==> src/rtl/ni_link_buffer_pkg.sv <==
// Packet-format defines and parity helper shared by the NI link buffer files.
// Optional feature macro used by this block: PARITY_DROP_EN.
`ifndef HDR_SZ
`define HDR_SZ 4
`endif
`ifndef PL_SZ
`define PL_SZ 8
`endif
`ifndef ADDR_SZ
`define ADDR_SZ 4
`endif
`ifndef PAR_BIT
`define PAR_BIT (`HDR_SZ+`PL_SZ+`ADDR_SZ-1)
`endif

package ni_link_buffer_pkg;
    localparam int IW = `HDR_SZ + `PL_SZ + `ADDR_SZ;

    function automatic logic parity_ok(input logic [IW-1:0] item);
        return item[`PAR_BIT] == ^item[`PAR_BIT-1:0];
    endfunction
endpackage

==> src/rtl/link_fifo_mem.sv <==
// DEPTH x IW register array for the link buffer: one write port, asynchronous read.
module link_fifo_mem #(
    parameter int DEPTH = 4,
    parameter int IW    = 17
) (
    input  logic                     clk,
    input  logic                     i_we,
    input  logic [$clog2(DEPTH)-1:0] i_waddr,
    input  logic [IW-1:0]            i_wdata,
    input  logic [$clog2(DEPTH)-1:0] i_raddr,
    output logic [IW-1:0]            o_rdata
);
    logic [IW-1:0] r_mem [DEPTH];

    always_ff @(posedge clk) begin
        if (i_we) r_mem[i_waddr] <= i_wdata;
    end

    assign o_rdata = r_mem[i_raddr];
endmodule

==> src/rtl/ni_link_buffer.sv <==
// Receive buffer between NI transmit port and router input: parity check, FWFT FIFO, skid-based busy.
// Define PARITY_DROP_EN to discard packets that fail parity instead of forwarding them.
module ni_link_buffer
    import ni_link_buffer_pkg::*;
#(
    parameter int DEPTH = 4,
    parameter int CNT_W = 8
) (
    input  logic             clk,
    input  logic             reset,
    input  logic [IW-1:0]    item_in,
    input  logic             req,
    output logic             channel_busy,
    output logic [IW-1:0]    item_out,
    output logic             valid,
    input  logic             out_busy,
    output logic             parity_err,
    output logic             overflow,
    output logic [CNT_W-1:0] pkt_count,
    output logic [CNT_W-1:0] err_count
);
    localparam int PTR_W = $clog2(DEPTH);
    localparam logic [PTR_W:0]   L_FULL = (PTR_W+1)'(DEPTH);
    localparam logic [PTR_W:0]   L_BUSY = (PTR_W+1)'(DEPTH-1);
    localparam logic [PTR_W:0]   L_ONE  = 1;
    localparam logic [PTR_W-1:0] L_PONE = 1;
    localparam logic [CNT_W-1:0] L_CONE = 1;

    logic [PTR_W-1:0] r_wptr, r_rptr;
    logic [PTR_W:0]   r_cnt;
    logic [IW-1:0]    r_head;
    logic             r_valid, r_perr, r_ovf;
    logic [CNT_W-1:0] r_pkt, r_err;

    logic          w_par_ok, w_want, w_full, w_pop, w_push;
    logic          w_load_head, w_mem_empty, w_bypass, w_mem_we, w_mem_rd;
    logic [IW-1:0] w_rdata;

    // r_cnt counts the head register too, so the memory holds r_cnt - r_valid entries.
    always_comb begin
        w_par_ok = parity_ok(item_in);
`ifdef PARITY_DROP_EN
        w_want = req & w_par_ok;
`else
        w_want = req;
`endif
        w_full      = (r_cnt == L_FULL);
        w_pop       = r_valid & ~out_busy;
        w_push      = w_want & (~w_full | w_pop);
        w_load_head = ~r_valid | w_pop;
        w_mem_empty = r_valid ? (r_cnt == L_ONE) : (r_cnt == '0);
        w_bypass    = w_load_head & w_mem_empty & w_push;
        w_mem_we    = w_push & ~w_bypass;
        w_mem_rd    = w_load_head & ~w_mem_empty;
    end

    link_fifo_mem #(.DEPTH(DEPTH), .IW(IW)) u_mem (
        .clk     (clk),
        .i_we    (w_mem_we),
        .i_waddr (r_wptr),
        .i_wdata (item_in),
        .i_raddr (r_rptr),
        .o_rdata (w_rdata)
    );

    always_ff @(posedge clk) begin
        if (!reset) begin
            r_wptr  <= '0;
            r_rptr  <= '0;
            r_cnt   <= '0;
            r_head  <= '0;
            r_valid <= 1'b0;
            r_perr  <= 1'b0;
            r_ovf   <= 1'b0;
            r_pkt   <= '0;
            r_err   <= '0;
        end else begin
            if (w_mem_we) r_wptr <= r_wptr + L_PONE;
            if (w_mem_rd) begin
                r_head  <= w_rdata;
                r_rptr  <= r_rptr + L_PONE;
                r_valid <= 1'b1;
            end else if (w_bypass) begin
                r_head  <= item_in;
                r_valid <= 1'b1;
            end else if (w_pop) begin
                r_valid <= 1'b0;
            end
            if (w_push && !w_pop)      r_cnt <= r_cnt + L_ONE;
            else if (!w_push && w_pop) r_cnt <= r_cnt - L_ONE;
            if (w_push && r_pkt != '1) r_pkt <= r_pkt + L_CONE;
            if (req && !w_par_ok) begin
                r_perr <= 1'b1;
                if (r_err != '1) r_err <= r_err + L_CONE;
            end
            if (w_want && w_full && !w_pop) r_ovf <= 1'b1;
        end
    end

    // Busy one slot early: the NI may already be launching a packet when it sees busy.
    assign channel_busy = (r_cnt >= L_BUSY);
    assign item_out     = r_head;
    assign valid        = r_valid;
    assign parity_err   = r_perr;
    assign overflow     = r_ovf;
    assign pkt_count    = r_pkt;
    assign err_count    = r_err;
endmodule
==> config.mk <==
export PLATFORM = sky130hd
export DESIGN_NAME = ni_link_buffer
export DESIGN_NICKNAME = d
export VERILOG_FILES = /design/src/rtl/ni_link_buffer_pkg.sv /design/src/rtl/link_fifo_mem.sv /design/src/rtl/ni_link_buffer.sv
export SDC_FILE = /design/constraint.sdc
export NUM_CORES = 1
export LEC_CHECK = 0
export CAP_MARGIN = 25
export CELL_PAD_IN_SITES_DETAIL_PLACEMENT = 0
export CELL_PAD_IN_SITES_GLOBAL_PLACEMENT = 1
export CORE_MARGIN = 2
export CORE_UTILIZATION = 30
export CTS_BUF_LIST = sky130_fd_sc_hd__clkbuf_16
export DETAILED_ROUTE_END_ITERATION = 16
export PLACE_DENSITY = 0.55
export SLEW_MARGIN = 20
export SYNTH_ARGS = -nofsm -noshare
export SYNTH_HDL_FRONTEND = slang
export SYNTH_SLANG_ARGS = --single-unit
==> constraint.sdc <==
create_clock -name clk -period 4 [get_ports clk]
set_clock_uncertainty 0.2 [all_clocks]
set_input_delay 1.2 -clock clk [delete_from_list [all_inputs] [get_ports clk]]
set_output_delay 1.2 -clock clk [all_outputs]
set_load 0.03 [all_outputs]
* Word-level counts from Yosys, hierarchy flattened
Memory sizes are Yosys's and may differ from the RTL's. A register that Yosys moved wholly into a read port is not among the register bits. Cells that the tools add are included.
Operators by class: shifts and indexed selects 0, add/subtract/negate cells 6, eq/ne operators 5, $mul 0, multiplexer cells 12, bitwise logic cells 13, reduce and logical (&&, ||, !) cells 15, $lt $le $gt $ge 1, divide/modulo/power cells 0
Operators by type and width (number):
- two-way mux 16 bit | 2
- adder 8 x 1 -> 8 bit (second input constant) | 2
- != test 8 bit (second input constant) | 2
- parity 15 bit | 1
- AND 1 bit | 6
- logical AND 1 bit | 6
- two-way mux 1 bit | 6
- two-way mux 3 bit | 2
- inverter 1 bit | 5
- adder 2 x 1 -> 2 bit (second input constant) | 2
- two-way mux 2 bit | 2
- nonzero test 2 bit | 2
- adder 3 x 1 -> 3 bit (second input constant) | 1
- equality test 3 x 1 -> 1 bit (second input constant) | 1
- equality test 3 bit (second input constant) | 1
- greater-or-equal comparator 3 x 2 -> 1 bit (second input constant) | 1
- zero test 1 bit | 3
- zero test 3 bit | 1
- nonzero test 3 bit | 1
- subtractor 3 x 1 -> 3 bit (second input constant) | 1
- OR 1 bit | 2
- AND reduction 2 bit | 1
- equality test 1 bit | 1
Word-level totals: bits in read-only memories 0, input bits 20, memory bits (writable) 64, output and inout bits 36, bits in registers 42, word-level logic and storage cells 62, memories kept 1, bits in latches 0
Memories:
- u_mem.r_mem | depth 4, bits a word 16, read ports 1, clocked after memory_dff 1, write ports 1, RTL line link_fifo_mem.sv:13 | logic [IW-1:0] r_mem [DEPTH];

* Depth between registers and ports, before layout
Gate-level depths: netlist (run 1).
word-level depth 9, depth in mapped cells 11

* By module
From an unflattened synthesis (run 1), not the netlist that was laid out.
Unflattened totals: cells, all modules 332, area, all modules 4440.5 um^2
By module, submodules not included:
- link_fifo_mem | times used 1, cells each 88, seq. area each 1921.8 um^2, area an instance 2377.3 um^2
- ni_link_buffer | times used 1, cells each 244, seq. area each 840.8 um^2, area an instance 2063.2 um^2

* Least setup slack after synthesis (run 1)
OpenSTA, ideal clock, no wires.
path kind in2reg, start point input req, end point memory u_mem.r_mem[0][0] (netlist name) (enable), arrival time 2561 ps, setup time 374 ps, cell stages on the path 4, setup slack 866 ps, path through clkbuf_1 > inv_1 > a311oi_1 > and2_1
Between the ends: word-level cells in the longest chain between the ends 6
Ends and longest elaborated chain:
- start, declared | RTL line ni_link_buffer.sv:12 | input logic req,
- AND 1 bit * | RTL line ni_link_buffer.sv:49 | w_push = w_want & (~w_full | w_pop);
- AND 1 bit | RTL line ni_link_buffer.sv:52 | w_bypass = w_load_head & w_mem_empty & w_push;
- inverter 1 bit | RTL line ni_link_buffer.sv:53 | w_mem_we = w_push & ~w_bypass;
- AND 1 bit * | RTL line ni_link_buffer.sv:53
- two-way mux 1 bit * | RTL line link_fifo_mem.sv:16 | if (i_we) r_mem[i_waddr] <= i_wdata;
- two-way mux 1 bit (not written as such) * | RTL line link_fifo_mem.sv:16
- end, declared | RTL line link_fifo_mem.sv:13
Every way passes the cells marked *; elsewhere a longest branch is shown, timed or not.

* Final worst setup path (run 1)
start point input item_in[15], end point register r_err[6] (netlist: err_count[6])
Between the ends: word-level cells in the longest chain between the ends 4
Ends and longest elaborated chain:
- start, declared | RTL line ni_link_buffer.sv:11 | input logic [IW-1:0] item_in,
- equality test 1 bit | RTL line ni_link_buffer_pkg.sv:20 | return item[`PAR_BIT] == ^item[`PAR_BIT-1:0];
- zero test 1 bit | RTL line ni_link_buffer.sv:92 | if (req && !w_par_ok) begin
- logical AND 1 bit | RTL line ni_link_buffer.sv:92
- AND reduction 2 bit (no source line)
- end signal, assigned | RTL line ni_link_buffer.sv:94 | if (r_err != '1) r_err <= r_err + L_CONE;
- end, declared | RTL line ni_link_buffer.sv:33 | logic [CNT_W-1:0] r_pkt, r_err;
No other way between the ends. A chain may end at the register's enable or synchronous reset.

==> impl_metrics.ini, run 1 <==
[grt]
antenna_found_initial = 0
grt_usage_pct = 12.9
grt_pass1_vias = 2958
grt_pass1_wl_mm = 15.9
grt_max_degree = 47
overflow = 0

[cts]
root_buffer = clkbuf_16
cts_tree = yes
cts.path.max_buffers = 2
cts_setup_buffers = 0
cts_buffers = 9
clk_latency_ns = 0.35
clk_pin_slew_ns = 0.07
htreeDepth = 3
cts_hold_buffers = 0
clock-sinks = 108
cts_resized = 0

[synthesis]
ys.flop_type = edfxtp_1
synthMuxAreaShare_pct = 9.17
synth_cell_types = 38
syn_area_mm2 = 0.00459
synthAdderAreaFrac_pct = 3.27
synthTopCellsByArea = edfxtp_1, dfxtp_1, mux4_2, xnor2_1, nand2_1
synth_top_family_by_area = simple AND/OR/NAND/NOR gates
yosys.area_share.simple_pct = 11.2
yosysMostFrequentCell = edfxtp_1
avgSynthCellArea_um2 = 12.7
yosys-top-cells-count = edfxtp_1, nand2_1, dfxtp_1
ys_ff_latch = 108
synth_xor_area_share_pct = 4.96
yosysSeqAreaShare_pct = 61.1
synth_top_area_share_pct = 41.9
syn-instance-count = 360
yosysWarnings = 0
synth_edf_count = 64
synth_top_cell_by_area = edfxtp_1
synth_compound_area_share_pct = 7.72
synth.net_count = 392
async_flop_share_pct = 0

[setup_path]
timing.critical_path.buf_inv = 2
r2r-start = r_cnt[0]
worstPathMaxFanout = 11
start_kind = primary input
worstPathRequired_ns = 4.04
critPathKind = primary input to flop
worstReg2RegEnd = u_mem.r_mem[3][3]
crit_path_max_incr_delay_ns = 0.52
critPathTopFamily = XOR/XNOR gates
slowest_stage = clkdlybuf4s50_1
crit_top_cell = xnor2_1
r2r_slack_ns = 1.71
crit_chain = clkdlybuf4s50_1, xor2_1, xnor2_1, xnor2_1, xnor2_1, clkbuf_4, or4b_1, o211a_1
cp_data_arrival_time_ns = 3.40
crit_path_end_kind = flop
rr_worst_depth = 7

[floorplan]
die_w_um = 128
start_util_pct = 30.4
design.core.area_mm2 = 0.0151
die_area_mm2 = 0.0163
io_pins = 56
chipHeight_um = 128
rows = 45

[min_path]
min_to = err_count[7]
hold_path_depth = 2
hold_path_class = flop to flop
worstHoldStart = err_count[7]

[power_and_ir_drop]
p_per_area_mw_per_mm2 = 629
p_leak_nw = 1.96
seqPwrFrac_pct = 41.7
p_comb_share_pct = 33.6
netSwitchingFraction_pct = 33.2
p_clk_share_pct = 24.8
p_int_mw = 2.40
vdd_drop_max_v = 0.000306
p_switching_mw = 1.19

[routing]
viasPerCell = 4.75
wl_per_cell_um = 16.0
dr.pass1.iters = 4
wl_met1_mm = 4.75
wl_met3_um = 332
wl_mm = 9.86
antenna_left = 0
vias = 2929
drtIter0Drc = 107
dr_wl_met2_mm = 4.65
drcViolationCount = 0
dr.max_layer_used = met4

[sta]
max_freq_ghz = 0.298
fin_crit_ns = 3.36
slew_violations = 0
worst_slack_ns = 0.639
finalHoldViolations = 0
max_slew.worst_pin.slew_ns = 0.909
rsz0062_at_grt = no
setup_viol = 0
finalCritPeriodShare_pct = 84.0
slew_headroom_pct = 39.3
timing.setup.tns_ns = 0

[cells_and_area]
design_area_mm2 = 0.00571
syn2layout_area_growth_pct = 24.6
fillers = 1488
drive_gt1_share_pct = 10.7
fin_nets = 456
finalNonFillerCells = 617
n_antenna_cell = 0

[placement]
place_congestion = 0.690
pre_cts_slack_ns = 0.0723
postPlaceCellArea_mm2 = 0.00541
hpwl_mm = 6.50
io_buffers = 55
dp_cells = 600

[flow_run]
maxCapViolations = 0

[outcome]
run_status = finished clean
cell families after synthesis:
logic type | after synthesis
AND/OR/NAND/NOR | 104
flip-flops | 108
multiplexers | 22
buffers and inverters | 29
adder cells (fa/ha/maj) | 12
AO/OA/AOI/OAI | 59
XOR/XNOR | 26
power groups by stage:
stage / clock [mW] / combinational [mW] / sequential (mW)
2_1_floorplan: 0 / 0.675 / 1.62
3_3_place_gp: 0 / 1.22 / 1.52
3_5_place_dp: 0 / 1.22 / 1.53
4_1_cts: 0.924 / 1.23 / 1.50
5_1_grt: 0.957 / 1.33 / 1.52
6_report: 0.889 / 1.21 / 1.50
metal layers:
metal  vias up  global-route usage [%]
met1      1432                    16.8
met2        58                    20.8
met4         0                    4.65
li1       1431                       -
met5         -                       0
met3         8                    3.42
placed cells by master (no fill, tap or decap), drive strengths merged, types with 5 or more instances in the layout:
master	instances
xnor2	22
dfxtp	44
edfxtp	64
mux2i	6
inv	13
nor2	8
clkdlybuf4s50	55
buf	16
mux4	16
nor2b	8
clkbuf	10
a21boi	5
ha	12
and2	18
a31oi	16
o21ai	26
nand2	47
nand3	6
state kept, by name, indices dropped and copies added, names as in the netlist, named ones only:
signal	flops
err_count	8
item_out	16
parity_err	1
u_mem.r_mem	64
r_cnt	3
overflow	1
valid	1
pkt_count	8
r_rptr	2
r_wptr	2
final cells by class:
class	instances	area (µm²)	area share, %
flip-flops and latches	108	2800	49.0
multi-input cells	223	1670	29.2
repair buffers	72	678	11.9
well taps	188	235	4.12
clock buffers	9	225	3.94
clock inverters	7	68.8	1.20
inverters	10	37.5	0.657
tightest hold or removal path: cells and delay by family, from the launching register on:
| family | cells | cell delay [ns] |
|---|---|---|
| flip-flops | 1 | 0.34 |
| AO/OA/AOI/OAI | 1 | 0.05 |
| buffers and inverters | 1 | 0.06 |
through the flow:
step	total power, mW	utilization, %	hold slack [ns]
after global placement	2.74	35.9	0.282
after CTS	3.65	37.8	0.301
after detailed placement	2.75	35.9	0.290
after floorplan	2.29	-	0.328
final	3.59	37.9	0.304
after global routing	3.81	37.9	0.328
worst max-delay path by stage:
stage	cells after the start	slack, ns	endpoint	startpoint
2_1_floorplan	4	0.87	u_mem.r_mem[0][0]	req
3_3_place_gp	7	0.07	err_count[0]	item_in[3]
3_5_place_dp	7	0.07	err_count[1]	item_in[3]
4_1_cts	7	0.45	err_count[1]	item_in[3]
6_report	8	0.64	err_count[6]	item_in[15]
5_1_grt	8	0.49	err_count[6]	item_in[3]
No activity file was read; power rests on OpenSTA's default activity.
==> inputs of run 2 (changes only) <==
--- a/config.mk
+++ b/config.mk
@@ -12,7 +12,7 @@
 export CORE_UTILIZATION = 30
 export CTS_BUF_LIST = sky130_fd_sc_hd__clkbuf_16
 export DETAILED_ROUTE_END_ITERATION = 16
-export PLACE_DENSITY = 0.55
+export PLACE_DENSITY = 0.57
 export SLEW_MARGIN = 20
 export SYNTH_ARGS = -nofsm -noshare
 export SYNTH_HDL_FRONTEND = slang
==> constraint.sdc (replaced) <==
create_clock -name clk -period 2.8 [get_ports clk]
set_clock_uncertainty 0.2 [all_clocks]
set_input_delay 0.84 -clock clk [delete_from_list [all_inputs] [get_ports clk]]
set_output_delay 0.84 -clock clk [all_outputs]
set_load 0.03 [all_outputs]
==> run 2 against run 1 <==
Against the previous run:
- final cell count rose by 4.1%
- setup slack got worse by 0.54 ns
- sequential share of layout area fell by 2.3 points
- critical endpoint unchanged
- highest routed layer unchanged
- global-route usage rose by 0.088 points
- final area rose by 4.9%
==> impl_metrics.ini, run 2 (same netlist as run 1, synthesis figures left out) <==
[outcome]
run_status = finished clean

[sta]
setup_viol = 0
finalCritPeriodShare_pct = 96.6
worst_slack_ns = 0.0957
max_slew.worst_pin.slew_ns = 0.357
slew_headroom_pct = 76.2
slew_violations = 0
max_freq_ghz = 0.370
finalHoldViolations = 0
fin_crit_ns = 2.70

[grt]
grt_pass1_wl_mm = 16.3
grt_max_degree = 47
grt_usage_pct = 13.0
overflow = 0
grt_pass1_vias = 3095
antenna_found_initial = 0

[floorplan]
chipHeight_um = 128
io_pins = 56
die_area_mm2 = 0.0163
start_util_pct = 30.4
design.core.area_mm2 = 0.0151
die_w_um = 128
rows = 45

[cells_and_area]
layout_common_cells = edfxtp_1, clkdlybuf4s50_1, nand2_1, dfxtp_1, buf_4
largest-register = u_mem.r_mem
final_common_cell = edfxtp_1
largest_register_ffs = 64
finalNonFillerCells = 642
syn2layout_area_growth_pct = 30.6
drive_gt1_share_pct = 17.8
n_antenna_cell = 0
seq_area_mm2 = 0.00280
fin_nets = 481
fillers = 1453
multi_input_area_mm2 = 0.00173

[setup_path]
critPathTopFamily = XOR/XNOR gates
worstPathRequired_ns = 2.84
worstPathMaxFanout = 8
timing.critical_path.buf_inv = 2
crit_chain = clkdlybuf4s50_1, xnor2_1, xnor2_2, xnor2_1, xnor2_1, buf_4, or4b_1, o211a_1
crit_path_end_kind = flop
crit_path_max_incr_delay_ns = 0.46
cp_data_arrival_time_ns = 2.75
start_kind = primary input
slowest_stage = or4b_1
critPathKind = primary input to flop
crit_top_cell = xnor2_1

[cts]
cts_setup_buffers = 0
root_buffer = clkbuf_16
htreeDepth = 3
clk_pin_slew_ns = 0.07
clock-sinks = 108
cts.path.max_buffers = 2
cts_hold_buffers = 0
cts_buffers = 9
cts_tree = yes
clk_latency_ns = 0.35

[min_path]
hold_path_class = flop to flop

[placement]
dp_cells = 626
place_congestion = 0.740
hpwl_mm = 6.64
io_buffers = 55
pre_cts_slack_ns = -0.413

[power_and_ir_drop]
p_per_area_mw_per_mm2 = 863
vdd_drop_max_v = 0.000637
p_leak_nw = 2.15

[routing]
drtIter0Drc = 163
wl_per_cell_um = 15.4
viasPerCell = 4.73
drcViolationCount = 0
wl_mm = 9.89
dr.pass1.iters = 4
antenna_left = 0
vias = 3038

[flow_run]
maxCapViolations = 0
[run 2: changes by cell type in the layout (fill, tap and decap cells not counted), moves of 2 or more]
cell             before  now
buf_4                16   39
xnor2_1              22   14
xnor2_2               0    8
clkdlybuf4s50_1      55   50
buf_12                0    3
dlygate4sd2_1         0    3
dlymetal6s2s_1        0    2
[run 2: tightest hold or removal path, cell delays in order (launching register included)]
cell     delay, ns
dfxtp_1       0.33
nand2_1       0.06
mux2i_1       0.06
[run 2: cell type report]
class / count / share of cell area (%)
Clock inverter: 7 / 0.877
Timing Repair Buffer: 97 / 15.1
Inverter: 10 / 0.626
Clock buffer: 9 / 3.76
Tap cell: 188 / 3.93
Multi-Input combinational cell: 223 / 28.9
Sequential cell: 108 / 46.8
[run 2: metal layers]
metal | global-route usage [%] | share of wire, % | up-vias
li1 | - | - | 1481
met1 | 16.7 | 49 | 1482
met2 | 21.2 | 46 | 59
met3 | 3.34 | 3.8 | 16
met4 | 4.78 | 1.6 | 0
met5 | 0 | 0 | -
[run 2: worst paths after layout]
path	start	to	slack, ns	cells past startpoint
min reg2reg	err_count[1]	err_count[1]	0.30	2
min	err_count[1]	err_count[1]	0.30	2
max reg2reg	r_cnt[0]	u_mem.r_mem[3][2]	0.52	7
max	item_in[1]	err_count[6]	0.1	8
[run 2: repair_timing]
action | CTS | global route
resized for setup | 6 | 8
pin swaps | 3 | 4
setup endpoints to repair | 3 | 5
cloned | 0 | 0
endpoints found under the hold margin | 0 | 0
[run 2: per-stage QoR]
stage / utilization (%) / total power, mW / setup TNS [ns] / hold slack [ns] / instance area (µm²)
after floorplan: - / 3.27 / 0 / 0.328 / 4590
after global placement: 37.4 / 4.01 / -9.50 / 0.279 / 5650
after detailed placement: 37.4 / 4.02 / -6.10 / 0.290 / 5650
after CTS: 39.4 / 5.25 / 0 / 0.303 / 5940
after global routing: 39.7 / 5.49 / -0.0114 / 0.332 / 5990
final: 39.7 / 5.17 / 0 / 0.298 / 5990
[run 2: report_power, final]
part | internal [mW] | switching [mW] | leakage (nW)
logic | 0.882 | 1.03 | 1.07
clock network | 0.610 | 0.588 | 0.137
registers | 1.95 | 0.116 | 0.944
total | 3.44 | 1.73 | 2.15
